===== src/rtl/instr_pkg.sv =====
// Shared definitions for the instruction encoder: mnemonics, opcode/funct
// constants, field positions, immediate limits, error codes and FSM states.
package instr_pkg;

  typedef enum logic [3:0] {
    MN_HALT = 4'd0,
    MN_LW   = 4'd1,
    MN_SW   = 4'd2,
    MN_JR   = 4'd3,
    MN_RST  = 4'd4,
    MN_INV  = 4'd5,
    MN_BEQZ = 4'd6,
    MN_ADD  = 4'd7,
    MN_ADDI = 4'd8,
    MN_J    = 4'd9,
    MN_BEQR = 4'd10,
    MN_SLT  = 4'd11
  } mnem_e;

  // Major opcodes in [15:14].
  localparam logic [1:0] OP_SYS = 2'b00;
  localparam logic [1:0] OP_ADD = 2'b01;
  localparam logic [1:0] OP_IMM = 2'b10;
  localparam logic [1:0] OP_REG = 2'b11;

  // Funct values for the system/memory group.
  localparam logic [2:0] FN_HALT = 3'b000;
  localparam logic [2:0] FN_LW   = 3'b001;
  localparam logic [2:0] FN_SW   = 3'b010;
  localparam logic [2:0] FN_JR   = 3'b011;
  localparam logic [2:0] FN_RST  = 3'b100;
  localparam logic [2:0] FN_INV  = 3'b101;
  localparam logic [2:0] FN_BEQZ = 3'b110;

  // Field LSB positions. F1 is the funct slot (also rd for ADD), F2/F3 the
  // register slots, SEL_BIT distinguishes the two forms inside OP_IMM/OP_REG.
  localparam int OP_LSB  = 14;
  localparam int F1_LSB  = 11;
  localparam int F2_LSB  = 8;
  localparam int F3_LSB  = 5;
  localparam int SEL_BIT = 11;

  // Signed immediate limits for the 5-bit and 8-bit immediate forms.
  localparam int IMM5_MIN = -16;
  localparam int IMM5_MAX = 15;
  localparam int IMM8_MIN = -128;
  localparam int IMM8_MAX = 127;

  localparam logic [1:0] ERR_NONE    = 2'b00;
  localparam logic [1:0] ERR_ILLEGAL = 2'b01;
  localparam logic [1:0] ERR_RANGE   = 2'b10;
  localparam logic [1:0] ERR_FULL    = 2'b11;

  typedef enum logic [2:0] {
    S_IDLE,
    S_CHECK,
    S_WRITE,
    S_ERROR,
    S_DONE
  } state_e;

  // True when the 11-bit two's-complement immediate lies within [lo, hi].
  function automatic logic in_range(input logic [10:0] imm, input int lo, input int hi);
    int v;
    v = int'($signed(imm));
    return (v >= lo) && (v <= hi);
  endfunction

endpackage


===== src/rtl/instr_encoder_if.sv =====
// Command channel into the encoder: one symbolic instruction per valid/ready.
interface instr_encoder_if;
  logic        valid;
  logic        ready;
  logic [3:0]  mnem;
  logic [2:0]  ra;
  logic [2:0]  rb;
  logic [2:0]  rc;
  logic [10:0] imm;

  modport master (output valid, mnem, ra, rb, rc, imm, input ready);
  modport slave  (input valid, mnem, ra, rb, rc, imm, output ready);
endinterface


===== src/rtl/instr_pack.sv =====
// Combinational packer: turns a mnemonic and its fields into a 16-bit word
// and flags illegal mnemonics and out-of-range immediates.
module instr_pack
  import instr_pkg::*;
(
  input  logic [3:0]  mnem,
  input  logic [2:0]  ra,
  input  logic [2:0]  rb,
  input  logic [2:0]  rc,
  input  logic [10:0] imm,
  output logic [15:0] word,
  output logic        illegal,
  output logic        range_err
);

  // Lay out opcode, funct and operand fields per mnemonic; unused bits stay zero.
  // NOTE: every output is given a default first so no path can infer a latch.
  always_comb begin
    word      = '0;
    illegal   = 1'b0;
    range_err = 1'b0;
    case (mnem)
      MN_HALT: begin
        word[OP_LSB +: 2] = OP_SYS;
        word[F1_LSB +: 3] = FN_HALT;
      end
      MN_LW, MN_SW: begin
        word[OP_LSB +: 2] = OP_SYS;
        word[F1_LSB +: 3] = (mnem == MN_LW) ? FN_LW : FN_SW;
        word[F2_LSB +: 3] = ra;
        word[F3_LSB +: 3] = rb;
        word[4:0]         = imm[4:0];
        range_err         = !in_range(imm, IMM5_MIN, IMM5_MAX);
      end
      MN_JR: begin
        word[OP_LSB +: 2] = OP_SYS;
        word[F1_LSB +: 3] = FN_JR;
        word[F2_LSB +: 3] = ra;
      end
      MN_RST: begin
        word[OP_LSB +: 2] = OP_SYS;
        word[F1_LSB +: 3] = FN_RST;
        word[F2_LSB +: 3] = ra;
      end
      MN_INV: begin
        word[OP_LSB +: 2] = OP_SYS;
        word[F1_LSB +: 3] = FN_INV;
        word[F2_LSB +: 3] = ra;
      end
      MN_BEQZ: begin
        word[OP_LSB +: 2] = OP_SYS;
        word[F1_LSB +: 3] = FN_BEQZ;
        word[F2_LSB +: 3] = ra;
        word[7:0]         = imm[7:0];
        range_err         = !in_range(imm, IMM8_MIN, IMM8_MAX);
      end
      MN_ADD: begin
        word[OP_LSB +: 2] = OP_ADD;
        word[F1_LSB +: 3] = ra;
        word[F2_LSB +: 3] = rb;
        word[F3_LSB +: 3] = rc;
      end
      MN_ADDI: begin
        word[OP_LSB +: 2] = OP_IMM;
        word[SEL_BIT]     = 1'b0;
        word[F2_LSB +: 3] = ra;
        word[7:0]         = imm[7:0];
        range_err         = !in_range(imm, IMM8_MIN, IMM8_MAX);
      end
      MN_J: begin
        // Jump target is unsigned and uses the full 11 bits, so it cannot overflow.
        word[OP_LSB +: 2] = OP_IMM;
        word[SEL_BIT]     = 1'b1;
        word[10:0]        = imm;
      end
      MN_BEQR: begin
        word[OP_LSB +: 2] = OP_REG;
        word[SEL_BIT]     = 1'b0;
        word[F2_LSB +: 3] = ra;
        word[F3_LSB +: 3] = rb;
        word[4:0]         = imm[4:0];
        range_err         = !in_range(imm, IMM5_MIN, IMM5_MAX);
      end
      MN_SLT: begin
        word[OP_LSB +: 2] = OP_REG;
        word[SEL_BIT]     = 1'b1;
        word[F2_LSB +: 3] = ra;
        word[F3_LSB +: 3] = rb;
        word[4:0]         = {2'b00, rc};
      end
      default: illegal = 1'b1;
    endcase
  end

endmodule


===== src/rtl/instr_encoder.sv =====
// Sequential instruction encoder / program loader. Accepts commands, checks
// and packs them, writes them to instruction memory at an auto-incrementing
// address and raises cpu_run once a HALT has been stored.
module instr_encoder
  import instr_pkg::*;
#(
  parameter int ADDR_W    = 8,
  parameter int BASE_ADDR = 0
) (
  input  logic              clk,
  input  logic              rst_n,
  input  logic              load_start,
  instr_encoder_if.slave    cmd,
  output logic              imem_we,
  output logic [ADDR_W-1:0] imem_addr,
  output logic [15:0]       imem_wdata,
  output logic [ADDR_W:0]   word_count,
  output logic              err,
  output logic [1:0]        err_code,
  output logic              prog_done,
  output logic              cpu_run
);

  localparam logic [ADDR_W-1:0] BASE  = ADDR_W'(BASE_ADDR);
  localparam logic [ADDR_W:0]   DEPTH = {1'b1, {ADDR_W{1'b0}}};

  state_e      state;
  logic        we_q;
  logic [3:0]  mnem_q;
  logic [2:0]  ra_q;
  logic [2:0]  rb_q;
  logic [2:0]  rc_q;
  logic [10:0] imm_q;
  logic [15:0] packed_word;
  logic        illegal;
  logic        range_err;

  // A load_start in the same cycle wins over a new command and over a pending write.
  assign cmd.ready = rst_n && (state == S_IDLE) && !load_start;
  assign imem_we   = we_q && !load_start;

  instr_pack u_pack (
    .mnem      (mnem_q),
    .ra        (ra_q),
    .rb        (rb_q),
    .rc        (rc_q),
    .imm       (imm_q),
    .word      (packed_word),
    .illegal   (illegal),
    .range_err (range_err)
  );

  // Capture the command fields on the handshake for CHECK and WRITE.
  // NOTE: these are pure data registers without reset; they are always loaded before use.
  always_ff @(posedge clk) begin
    if (cmd.valid && cmd.ready) begin
      mnem_q <= cmd.mnem;
      ra_q   <= cmd.ra;
      rb_q   <= cmd.rb;
      rc_q   <= cmd.rc;
      imm_q  <= cmd.imm;
    end
  end

  // Load FSM with registered memory strobe, address/word counters and status.
  // NOTE: all state here uses non-blocking assignments so every register samples pre-edge values.
  always_ff @(posedge clk) begin
    if (!rst_n) begin
      state      <= S_IDLE;
      we_q       <= 1'b0;
      imem_addr  <= BASE;
      imem_wdata <= '0;
      word_count <= '0;
      err        <= 1'b0;
      err_code   <= ERR_NONE;
      prog_done  <= 1'b0;
      cpu_run    <= 1'b0;
    end else if (load_start) begin
      state      <= S_IDLE;
      we_q       <= 1'b0;
      imem_addr  <= BASE;
      word_count <= '0;
      err        <= 1'b0;
      err_code   <= ERR_NONE;
      prog_done  <= 1'b0;
      cpu_run    <= 1'b0;
    end else begin
      prog_done <= 1'b0;
      case (state)
        S_IDLE: begin
          if (cmd.valid && cmd.ready) state <= S_CHECK;
        end
        S_CHECK: begin
          if (illegal) begin
            state    <= S_ERROR;
            err      <= 1'b1;
            err_code <= ERR_ILLEGAL;
          end else if (range_err) begin
            state    <= S_ERROR;
            err      <= 1'b1;
            err_code <= ERR_RANGE;
          end else if (word_count == DEPTH) begin
            state    <= S_ERROR;
            err      <= 1'b1;
            err_code <= ERR_FULL;
          end else begin
            state      <= S_WRITE;
            we_q       <= 1'b1;
            imem_wdata <= packed_word;
          end
        end
        S_WRITE: begin
          // Address wraps naturally; word_count keeps the extra bit to detect full.
          we_q       <= 1'b0;
          imem_addr  <= imem_addr + 1'b1;
          word_count <= word_count + 1'b1;
          if (mnem_q == MN_HALT) begin
            state     <= S_DONE;
            prog_done <= 1'b1;
            cpu_run   <= 1'b1;
          end else begin
            state <= S_IDLE;
          end
        end
        S_ERROR, S_DONE: state <= state;
        default:         state <= S_IDLE;
      endcase
    end
  end

endmodule


===== src/flat_wrapper.sv =====
// flat-port wrapper written by rule: the top's interface ports become plain ports
module instr_encoder_flat import instr_pkg::*;
#(
  parameter int ADDR_W    = 8,
  parameter int BASE_ADDR = 0
)
  (clk, rst_n, load_start, imem_we, imem_addr, imem_wdata, word_count, err, err_code, prog_done, cpu_run, cmd_valid, cmd_mnem, cmd_ra, cmd_rb, cmd_rc, cmd_imm, cmd_ready);
  instr_encoder_if cmd_i ();
  input  logic clk;
  input  logic rst_n;
  input  logic load_start;
  output logic imem_we;
  output logic [ADDR_W-1:0] imem_addr;
  output logic [15:0] imem_wdata;
  output logic [ADDR_W:0] word_count;
  output logic err;
  output logic [1:0] err_code;
  output logic prog_done;
  output logic cpu_run;
  input wire logic [$bits(cmd_i.valid)-1:0] cmd_valid;
  input wire logic [$bits(cmd_i.mnem)-1:0] cmd_mnem;
  input wire logic [$bits(cmd_i.ra)-1:0] cmd_ra;
  input wire logic [$bits(cmd_i.rb)-1:0] cmd_rb;
  input wire logic [$bits(cmd_i.rc)-1:0] cmd_rc;
  input wire logic [$bits(cmd_i.imm)-1:0] cmd_imm;
  output wire logic [$bits(cmd_i.ready)-1:0] cmd_ready;
  assign cmd_i.valid = cmd_valid;
  assign cmd_i.mnem = cmd_mnem;
  assign cmd_i.ra = cmd_ra;
  assign cmd_i.rb = cmd_rb;
  assign cmd_i.rc = cmd_rc;
  assign cmd_i.imm = cmd_imm;
  assign cmd_ready = cmd_i.ready;
  instr_encoder #(.ADDR_W(ADDR_W), .BASE_ADDR(BASE_ADDR)) u_core (.clk(clk), .rst_n(rst_n), .load_start(load_start), .cmd(cmd_i), .imem_we(imem_we), .imem_addr(imem_addr), .imem_wdata(imem_wdata), .word_count(word_count), .err(err), .err_code(err_code), .prog_done(prog_done), .cpu_run(cpu_run));
endmodule

===== config.mk =====
export PLATFORM = sky130hd
export DESIGN_NAME = instr_encoder_flat
export DESIGN_NICKNAME = d
export VERILOG_FILES = /design/src/rtl/instr_pkg.sv /design/src/rtl/instr_encoder_if.sv /design/src/rtl/instr_pack.sv /design/src/rtl/instr_encoder.sv /design/src/flat_wrapper.sv
export SDC_FILE = /design/constraint.sdc
export NUM_CORES = 1
export LEC_CHECK = 0
export CORE_MARGIN = 4
export CORE_UTILIZATION = 45
export DETAILED_ROUTE_END_ITERATION = 16
export HOLD_SLACK_MARGIN = 0.03
export PLACE_DENSITY = 0.78
export SETUP_SLACK_MARGIN = 0.1
export SLEW_MARGIN = 20
export SYNTH_ARGS = -nofsm -noshare
export SYNTH_HDL_FRONTEND = slang
export SYNTH_HIERARCHICAL = 1
export SYNTH_SLANG_ARGS = --single-unit

===== constraint.sdc =====
create_clock -name clk -period 3.85 [get_ports clk]
set_input_delay 0.77 -clock clk [delete_from_list [all_inputs] [get_ports clk]]
set_output_delay 0.77 -clock clk [all_outputs]
set_load 0.1 [all_outputs]

# Yosys cells after proc, flatten, opt, wreduce, memory -nomap -nowiden
# Cells that the tools add are included.
# word_totals
reg_bits	66
latch_bits	0
ram_bits	0
rom_bits	0
in_bits	28
elab_cells	104
memories	0
# op_classes
add_sub_neg	2
n_mul	0
div_mod_pow	0
magnitude_cmp	4
eq_ne	21
n_shift	0
muxes	25
bitwise	6
n_reduce_logical	32
# ops
cell	count
$pmux W3 S3	2
$eq A4 B3 Y1 const B	4
$eq A4 B4 Y1 const B	4
$reduce_or A2 Y1	7
$mux W3	4
$pmux W3 S4	1
$reduce_or A12 Y1	1
$ge A11 B5 Y1 const B	1
$ge A11 B8 Y1 const B	1
$le A11 B5 Y1 const B	1
$le A11 B8 Y1 const B	1
$pmux W2 S5	1
$pmux W5 S2	1
$add A9 B1 Y9 const B	1
$eq A9 B9 Y1 const B	1
$reduce_or A3 Y1	3
$reduce_or A9 Y1	1
$add A8 B1 Y8 const B	1
$eq A4 B2 Y1 const B	2
$mux W1	8
$mux W2	4
$ne A2 B2 Y1 const B	4
$reduce_or A4 Y1	2
$eq A3 B2 Y1 const B	2
other kinds (17)	32

# Logic depth before layout (Yosys ltp)
# Gate-level depths: netlist (run 1).
# logic_depth
ltp_word	7
depth_mapped	9
depth_no_buf	7

# By module
# The synthesis (run 1) kept the hierarchy.
# by_module_without_submodules
module	n_inst	cells_per_inst	area_per_inst_um2
instr_encoder	1	232	2595.0
instr_pack	1	87	508.0

# Worst setup path before layout (run 1)
# No wires, ideal clock.
# synth_timing
path_type	input port to flip-flop
startpoint	in rst_n
endpoint	reg u_core.imm_q[0] (enable)
t_arrival_ps	5010
setup_slack_ps	-1543
path_stages	5
n_path_buf	2
cell_sequence	clkbuf_1 -> nand2b_1 -> clkbuf_1 -> nor4_1 -> and2_1
# synth_between
elab_chain_len	3
# synth_rtl
element	line_no	source
start, declared	flat_wrapper.sv:10	input logic rst_n;
$logic_and A1 B1 Y1 (2 in series)	instr_encoder.sv:39	assign cmd.ready = rst_n && (state == S_IDLE) && !load_start;
named net cmd_ready	flat_wrapper.sv:26	output wire logic [$bits(cmd_i.ready)-1:0] cmd_ready;
$logic_and A1 B1 Y1	instr_encoder.sv:56	if (cmd.valid && cmd.ready) begin
end signal, assigned	instr_encoder.sv:61	imm_q <= cmd.imm;
end, declared	instr_encoder.sv:33	logic [10:0] imm_q;
# The timed path passes the listed nets, and every way through them passes these cells.
# A chain may end at the register's enable or synchronous reset.

# Worst setup path in the final report (run 1)
# layout_timing
startpoint	in load_start
endpoint	out cmd_ready
# layout_between
elab_chain_len	2
# layout_rtl
element	line_no	source
start, declared	flat_wrapper.sv:11	input logic load_start;
$logic_not A1 Y1	instr_encoder.sv:39	
$logic_and A1 B1 Y1	instr_encoder.sv:39	
end, declared	flat_wrapper.sv:26	
# Every way passes these cells.

==> results of run 1 <==
final cells by class:
class / count / share of cell area, %
Sequential cell: 66 / 38.9
Multi-Input combinational cell: 216 / 34.3
Tap cell: 80 / 2.49
Clock buffer: 13 / 3.95
Inverter: 19 / 1.77
Timing Repair Buffer: 71 / 17.6
Clock inverter: 3 / 0.965
worst reg2reg max path: stages, from the launching register on:
cell and delay (ps):
edfxtp_1 750, nand2b_4 270, o21ai_0 80, a21oi_1 170, a21oi_1 90, or3_1 400
a211oi_4 160, buf_4 310, mux2i_1 220
metal layers:
layer,share of wire (%),track usage [%],vias up
li1,-,-,1274
met1,49,23.5,1145
met2,44,23.1,72
met3,4.8,5.80,8
met4,1.5,7.41,0
met5,0,0,-
state kept, by name (all words and copies together), names as in the netlist:
signal and flops:
u_core/cpu_run 1, u_core/err 1, u_core/err_code 2, u_core/imem_addr 8
u_core/imem_wdata 16, u_core/imm_q 11, u_core/mnem_q 4, u_core/prog_done 1
u_core/ra_q 3, u_core/rb_q 3, u_core/rc_q 3, u_core/state 3
u_core/we_q 1, u_core/word_count 9
stage by stage:
stage | util, % | cell area, um2
final | 59.5 | 4020
after floorplan | - | 3120
after global placement | 56.6 | 3820
after detailed placement | 56.6 | 3820
after global routing | 59.5 | 4020
after CTS | 59.5 | 4020
power breakdown:
group	switching (uW)	leakage (uW)	internal (uW)
logic	58.2	0.000690	49.6
registers	12.1	0.000558	734
clock network	243	0.000101	332
path summary, 6_finish.rpt:
kind,end,start
setup reg to reg,u_core/imem_wdata[5],u_core/mnem_q[1]
hold reg to reg,u_core/cpu_run,u_core/cpu_run
hold / removal,u_core/cpu_run,u_core/cpu_run
setup / recovery,cmd_ready,load_start
kinds of logic (layout without fill, tap and decap cells):
group                    after synthesis  in the layout  share of synthesized area [%]
AO/OA/AOI/OAI                         73             73                           15.3
XOR/XNOR                               3              3                          0.847
adder cells (fa/ha/maj)                3              3                           1.21
buffers and inverters                 37            106                           5.69
flip-flops                            66             66                           50.3
multiplexers                          18             18                           5.81
AND/OR/NAND/NOR                      119            119                           20.8
layout by cell type (no fill, tap or decap), drive strengths merged, types with 2 or more instances in the layout:
cell,Yosys,layout
a2111oi,2,2
a211oi,3,3
a21o,4,4
a21oi,23,23
a22o,3,3
a22oi,4,4
a31oi,2,2
buf,8,6
clkbuf,10,13
clkdlybuf4s50,0,65
clkinv,0,2
dfxtp,42,42
edfxtp,24,24
ha,3,3
inv,19,19
mux2i,18,18
nand2,51,51
nand2b,6,6
nand3,6,6
nand4,4,4
nand4bb,2,2
nor2,11,11
nor2b,4,4
nor3,8,8
nor3b,2,2
nor4,4,4
o21a,3,3
o21ai,15,15
o22ai,4,4
o31ai,6,6
or3,5,5
or3b,2,2
or4,8,8
xnor2,2,2
==> flow_summary.yaml, run 1 <==
logic_synthesis:
  synth_common_cells: "nand2_1, dfxtp_1, edfxtp_1"
  synth_nets: 350
  ys_warn_count: 6
  synth_ff_type: "dfxtp_1"
  synth_cells: 319
  yosysMostFrequentCell: "nand2_1"
  ys_seq_area_share_pct: 50.3
  syn_area_per_cell_um2: 9.73
  synth_async_sr_flop_share_pct: 0
  ys_top_cells_by_area: "dfxtp_1, edfxtp_1, nand2_1"
  ys_ff_latch: 66
  synthDominantCellAreaShare_pct: 27.1
  syn_area_um2: 3100
  synth_edf_count: 24
  synth_cell_types: 54
  synth_top_area_cell: "dfxtp_1"
pwr:
  power.density_nw_per_um2: 356
  leakage_uw: 0.00135
  vdd_drop_max_mv: 0.256
  total_power_uw: 1430
timing:
  rsz0062_at_grt: "false"
  skew_ps: 7.54
  min_period_over_period_pct: 74.5
  hold_viol: 0
  fin_setup_tns_ps: 0
  slew_headroom_pct: 34.1
  timing.hold.ws_ps: 457
  fmax_mhz: 349
  setup_viol: 0
  min_period_ps: 2870
  final_max_slew_viol_count: 0
  worstMarginPinSlew_ps: 985
  layout_setup_ws_ps: 982
setup_path:
  cp.arrival_ps: 2100
  path_max_fanout: 20
  critPathMaxStageDelay_ps: 480
  path_cells: "clkdlybuf4s50_1 -> nand2b_1 -> buf_4 -> nor4_4 -> buf_12"
  path_class: "in2out"
  worstSetupStartpointType: "primary input"
  crit_family: "buffers and inverters"
  r2r_setup_slack_ps: 1330
  path_buf_inv: 3
  cp-end-kind: "primary output"
  crit_slowest_cell: "clkdlybuf4s50_1"
  critical_path_required_ps: 3080
  worst-r2r-cell-count: 8
  worstSetupPathDepth: 5
clock_tree:
  numCtsBuffers: 9
  path_clk_slew_ps: 60
  clockBufferDepth: 2
  clk_latency_ps: 340
  root_buffer: "clkbuf_8"
  cts.sinks: 66
  cts_tree: "yes"
  cts_max_level: 3
  postCtsSetupBuffers: 0
  cts-resized-gates: 0
  hold_buffers: 0
placed_design:
  dpl.cell_count: 452
  place_ws_ps: 981
  gp_congestion: 0.781
  io_buffers: 67
  hpwl_um: 4750
die:
  die_h_um: 91.0
  rows: 30
  io_pins: 68
  die_w_um: 91.0
  core_um2: 6760
  dieArea_um2: 8290
  start_util_pct: 45.9
finish:
  n_antenna_cell: 0
  layoutNonFillerInstCount: 468
  register_area_um2: 1560
  drive_gt1_share_pct: 7.47
  multi_input_area_um2: 1380
  area_growth_pct: 29.5
  fill_cells: 581
  nets: 414
routing:
  viasPerCell: 5.34
  drc_errors: 0
  num_vias: 2499
  ant_nets: 0
  first_pass_iters: 4
  wire_per_inst_um: 14.2
  wirelength_um: 6660
  drt_iter0_markers: 215
worst_hold_path:
  min_path_cells: 1
  min_path_type: "reg2reg"
global_routing:
  grt_pass1_wl_um: 11000
  grt_pass1_vias: 2314
  grt_overflow_total: 0
  grt_max_degree: 35
  grtUsageTotal_pct: 16.8
  antenna_found_initial: 0
run:
  maxCapViolations: 0
run_status:
  status: "completed"
No activity file was read; power rests on OpenSTA's default activity.
==> inputs of run 2 (changes only) <==
--- a/config.mk
+++ b/config.mk
@@ -9,7 +9,7 @@
 export CORE_UTILIZATION = 45
 export DETAILED_ROUTE_END_ITERATION = 16
 export HOLD_SLACK_MARGIN = 0.03
-export PLACE_DENSITY = 0.78
+export PLACE_DENSITY = 0.81
 export SETUP_SLACK_MARGIN = 0.1
 export SLEW_MARGIN = 20
 export SYNTH_ARGS = -nofsm -noshare
==> constraint.sdc (replaced) <==
create_clock -name clk -period 2.5 [get_ports clk]
set_input_delay 0.5 -clock clk [delete_from_list [all_inputs] [get_ports clk]]
set_output_delay 0.5 -clock clk [all_outputs]
set_load 0.1 [all_outputs]
==> flow_summary.yaml, run 2 (same netlist as run 1, synthesis figures left out) <==
global_routing:
  antenna_found_initial: 0
  grt_pass1_wl_um: 11500
  groute.layer.met2.usage_pct: 26.1
  grt_overflow_total: 0
  grt_pass1_vias: 2457
  grt_max_degree: 35
  grt_busiest_layer: "met2"
  grt_use_met3_pct: 3.07
  grtUsageTotal_pct: 17.0
  grt_util_met1_pct: 23.1
pwr:
  switching_share_pct: 22.9
  clockPowerShare_pct: 38.1
  combinationalPowerShare_pct: 8.5
  p_switching_uw: 490
  power.density_nw_per_um2: 535
  vdd_drop_max_mv: 0.287
  intPower_uw: 1650
  leakage_uw: 0.00147
  p_seq_share_pct: 53.5
setup_path:
  r2r-start: "u_core/imm_q[8]"
  crit_slowest_cell: "edfxtp_1"
  crit_path_start: "u_core/imm_q[8]"
  r2r_setup_slack_ps: 240
  path_cells: "nor4_4 -> a2111oi_1 -> nor2_1 -> a21oi_1 -> or3_1 -> a211oi_4 -> buf_12 -> mux2i_1"
  path_class: "reg2reg"
  cp-end-kind: "flop"
  cp.arrival_ps: 2520
  critPathCapture: "u_core/imem_wdata[5]"
  critPathMaxStageDelay_ps: 440
  path_max_fanout: 16
  worstSetupStartpointType: "flop"
  critical_path_required_ps: 2760
  reg2reg_to: "u_core/imem_wdata[5]"
  worst-r2r-cell-count: 8
die:
  die_h_um: 91.0
  die_w_um: 91.0
  core_um2: 6760
  io_pins: 68
  start_util_pct: 45.9
  dieArea_um2: 8290
  rows: 30
clock_tree:
  clockBufferDepth: 2
  hold_buffers: 0
  clk_latency_ps: 340
  numCtsBuffers: 9
  root_buffer: "clkbuf_8"
  cts_max_level: 3
  cts.sinks: 66
  path_clk_slew_ps: 60
  cts_tree: "yes"
run:
  maxCapViolations: 0
routing:
  ant_nets: 0
  num_vias: 2565
  wire_per_inst_um: 14.8
  first_pass_iters: 5
  drc_errors: 0
  drt_iter0_markers: 162
  wirelength_um: 7050
  viasPerCell: 5.40
timing:
  skew_ps: 8.03
  min_period_over_period_pct: 90.4
  min_period_ps: 2260
  hold_viol: 0
  layout_setup_ws_ps: 240
  setup_viol: 0
  rsz0062_at_grt: "true"
  final_max_slew_viol_count: 0
  timing.hold.ws_ps: 458
  slew_headroom_pct: 63.4
  worstMarginPinSlew_ps: 547
  fmax_mhz: 443
finish:
  final_cell_mix: "nand2_1, buf_4, dfxtp_1"
  largest_reg_flops: 16
  largestRegisters: "u_core/imem_wdata (16), u_core/imm_q (11), u_core/word_count (9)"
  drive_gt1_share_pct: 19.7
  nets: 421
  area_growth_pct: 29.1
  largest_register: "u_core/imem_wdata"
  n_antenna_cell: 0
  layout_commonest_cell: "nand2_1"
  layoutNonFillerInstCount: 475
placed_design:
  place_ws_ps: 162
  gp_congestion: 0.840
  io_buffers: 67
  dpl.cell_count: 459
  hpwl_um: 5080
worst_hold_path:
  min_path_type: "reg2reg"
run_status:
  status: "completed"
run 2: changes by cell type in the layout (fill, tap and decap cells not counted), sizes merged:
| cell | change |
|---|---|
| clkdlybuf4s50 | -38 |
| buf | +45 |
| bufinv | -1 |
| clkbuf | +1 |
run 2: critical path, delay by kind of cell, from the launching register on:
family / cells / cell delay (ps)
compound gates: 3 / 460
buf+inv: 1 / 210
simple gates: 3 / 860
mux: 1 / 210
flops: 1 / 440
run 2: worst min-delay path by stage:
stage / cells after the start / startpoint / slack (ps) / end
final: 2 / u_core/imem_wdata[9] / 460 / u_core/imem_wdata[9]
after global routing: 1 / u_core/cpu_run / 480 / u_core/cpu_run
after global placement: 2 / u_core/imem_wdata[0] / 440 / u_core/imem_wdata[0]
after CTS: 2 / u_core/imem_wdata[9] / 460 / u_core/imem_wdata[9]
after detailed placement: 1 / u_core/cpu_run / 440 / u_core/cpu_run
after floorplan: 2 / u_core/mnem_q[0] / 520 / u_core/prog_done
run 2: final cells by class:
| cell class | count | area, um2 |
|---|---|---|
| sequential | 66 | 1560 |
| tap | 80 | 100 |
| clock inverter | 2 | 10.0 |
| fill | 569 | 2750 |
| clock buffer | 14 | 173 |
| inverter | 19 | 71.3 |
| timing repair buffer | 78 | 691 |
| multi-input combinational | 216 | 1400 |
run 2: through the flow:
step	cell area, um2	TNS, ps	total power [uW]	util, %
5_1_grt	4010	0	2220	59.3
2_1_floorplan	3160	-6260	1280	-
6_report	4010	0	2140	59.3
3_3_place_gp	3810	0	1340	56.5
3_5_place_dp	3810	0	1350	56.5
4_1_cts	4000	0	2160	59.2
run 2: per-layer routing:
layer  up-vias  part of all wire, %
met5         -                    0
met4         0                  1.5
met3        10                  4.6
met2        74                   46
met1      1190                   48
li1       1291                    -
run 2: power groups by stage:
stage | Clock (uW) | Combinational, uW | Sequential (uW)
3_3_place_gp | 0 | 177 | 1170
2_1_floorplan | 0 | 94.4 | 1180
4_1_cts | 837 | 181 | 1140
6_report | 815 | 182 | 1140
3_5_place_dp | 0 | 181 | 1170
5_1_grt | 883 | 195 | 1150
run 2: repair_timing:
| action | 4_1_cts | 5_1_grt |
|---|---|---|
| buffers inserted | 0 | 0 |
| endpoints found under the setup margin | 0 | 16 |
| resized for setup | 0 | 1 |
==> inputs of run 3 (changes only) <==
--- a/config.mk
+++ b/config.mk
@@ -5,14 +5,15 @@
 export SDC_FILE = /design/constraint.sdc
 export NUM_CORES = 1
 export LEC_CHECK = 0
+export CAP_MARGIN = 20
 export CORE_MARGIN = 4
 export CORE_UTILIZATION = 45
+export CTS_CLUSTER_DIAMETER = 30
 export DETAILED_ROUTE_END_ITERATION = 16
 export HOLD_SLACK_MARGIN = 0.03
-export PLACE_DENSITY = 0.81
+export PLACE_DENSITY = 0.82
 export SETUP_SLACK_MARGIN = 0.1
 export SLEW_MARGIN = 20
 export SYNTH_ARGS = -nofsm -noshare
 export SYNTH_HDL_FRONTEND = slang
-export SYNTH_HIERARCHICAL = 1
 export SYNTH_SLANG_ARGS = --single-unit
==> flow_summary.yaml, run 3 <==
finish:
  final_cell_mix: "buf_4, dfxtp_1, nand2_1, clkdlybuf4s50_1, edfxtp_1"
  area_growth_pct: 30.2
  largestRegisters: "u_core.imem_wdata (16), u_core.imm_q (11), u_core.word_count (9)"
  largest_register: "u_core.imem_wdata"
  postLayoutCellArea_um2: 3930
  n_antenna_cell: 0
  layout_commonest_cell: "buf_4"
  nets: 397
  layoutNonFillerInstCount: 448
  largest_reg_flops: 16
  drive_gt1_share_pct: 22.1
global_routing:
  grt_pass1_wl_um: 12000
  grtUsageTotal_pct: 18.5
  grt_max_degree: 25
  grt_overflow_total: 0
  grt_pass1_vias: 2400
  antenna_found_initial: 0
logic_synthesis:
  yosysMostFrequentCell: "dfxtp_1"
  ys_ff_latch: 66
  synth_cell_types: 53
  synthDominantCellAreaShare_pct: 27.9
  synth_edf_count: 24
  synth_common_cells: "dfxtp_1, nand2_1, edfxtp_1"
  ys_top_cells_by_area: "dfxtp_1, edfxtp_1, nand2_1"
  ys_seq_area_share_pct: 51.8
  synth_async_sr_flop_share_pct: 0
  synth_nets: 329
  synth_ff_type: "dfxtp_1"
  synth_top_area_cell: "dfxtp_1"
  ys_warn_count: 0
  syn_area_um2: 3020
  syn_area_per_cell_um2: 10.1
  synth_cells: 298
placed_design:
  io_buffers: 67
  hpwl_um: 5130
  place_area_um2: 3710
  dpl.cell_count: 432
  gp_congestion: 0.863
clock_tree:
  cts.sinks: 66
  clockBufferDepth: 2
  postCtsSetupBuffers: 0
  hold_buffers: 0
  path_clk_slew_ps: 60
  cts-resized-gates: 0
  numCtsBuffers: 9
  cts_max_level: 3
  cts_tree: "yes"
  clk_latency_ps: 350
  root_buffer: "clkbuf_8"
die:
  core_um2: 6420
  rows: 29
  dieArea_um2: 8070
  io_pins: 68
  die_h_um: 89.9
  start_util_pct: 47.0
  die_w_um: 89.9
timing:
  final_max_slew_viol_count: 0
  min_period_over_period_pct: 90.0
  min_period_ps: 2250
  rsz0062_at_grt: "false"
  setup_viol: 0
  worstMarginPinSlew_ps: 597
  slew_headroom_pct: 60.2
  hold_viol: 0
  fmax_mhz: 444
  skew_ps: 8.07
setup_path:
  worst-r2r-cell-count: 5
  crit_slowest_cell: "clkdlybuf4s50_1"
  critical_path_required_ps: 2000
  r2r_setup_slack_ps: 400
  r2r-start: "u_core.mnem_q[2]"
  cp-end-kind: "primary output"
  path_cells: "clkdlybuf4s50_1 -> nand2b_4 -> nor4_4 -> buf_12"
  path_max_fanout: 5
  reg2reg_to: "u_core.imem_wdata[11]"
  path_class: "in2out"
  worstSetupStartpointType: "primary input"
  critPathMaxStageDelay_ps: 470
  cp.arrival_ps: 1750
routing:
  drt_iter0_markers: 149
  wire_per_inst_um: 15.6
  num_vias: 2443
  viasPerCell: 5.45
  wirelength_um: 6990
  first_pass_iters: 4
  drc_errors: 0
  ant_nets: 0
worst_hold_path:
  hold_end: "u_core.cpu_run"
  min_path_type: "reg2reg"
  min-delay-start: "u_core.cpu_run"
  min_path_cells: 2
pwr:
  vdd_drop_max_mv: 0.374
  power.density_nw_per_um2: 587
  leakage_uw: 0.00144
  total_power_uw: 2300
run:
  maxCapViolations: 0
run_status:
  status: "completed"
## run 3: metrics by stage
stage	utilization, %	hold WS, ps	setup WS [ps]	setup TNS [ps]
final	61.1	445	249	0
after global routing	61.1	472	178	0
after CTS	61.1	452	248	0
after detailed placement	57.7	442	207	0
after global placement	57.7	439	258	0
after floorplan	-	456	-100	-2410
## run 3: logic make-up (layout without fill, tap and decap cells)
family	count (synthesis)	count (layout)	synth area share (%)
buf+inv	27	100	3.82
mux	7	7	2.45
compound gates	63	63	14.0
simple gates	118	118	22.6
flops	66	66	51.8
xor+xnor	14	14	4.07
fa+ha+maj	3	3	1.24
## run 3: critical path, delay by kind of cell
family,cells,cell delay (ps)
buffers and inverters,2,690
AND/OR/NAND/NOR,2,550
## run 3: metal layers
layer,wire (um),vias up,GRT usage [%]
met5,0,-,0
met4,142,0,9.82
met1,3160,1134,24.1
met2,3170,69,27.9
met3,520,12,5.26
li1,-,1228,-
## run 3: cell type report
| class | count | area, um2 |
|---|---|---|
| Multi-Input combinational cell | 205 | 1360 |
| Inverter | 10 | 37.5 |
| Clock inverter | 1 | 30.0 |
| Clock buffer | 15 | 188 |
| Fill cell | 543 | 2500 |
| Sequential cell | 66 | 1560 |
| Timing Repair Buffer | 74 | 648 |
| Tap cell | 77 | 96.3 |
## run 3: how the worst max path moves through the flow
stage | from | endpoint | slack (ps) | depth (start not counted)
2_1_floorplan | load_start | u_core.imm_q[0] | -100 | 3
3_3_place_gp | load_start | u_core.imm_q[6] | 260 | 4
3_5_place_dp | load_start | u_core.imm_q[10] | 210 | 4
4_1_cts | load_start | cmd_ready | 250 | 4
5_1_grt | load_start | cmd_ready | 180 | 4
6_report | load_start | cmd_ready | 250 | 4
## run 3: where the power goes
group / switching, uW / leakage, uW / total [uW] / internal, uW
Sequential: 20.1 / 0.000559 / 1150 / 1130
Combinational: 102 / 0.000775 / 181 / 78.8
Clock: 394 / 0.000109 / 971 / 578
Total: 516 / 0.00144 / 2300 / 1790
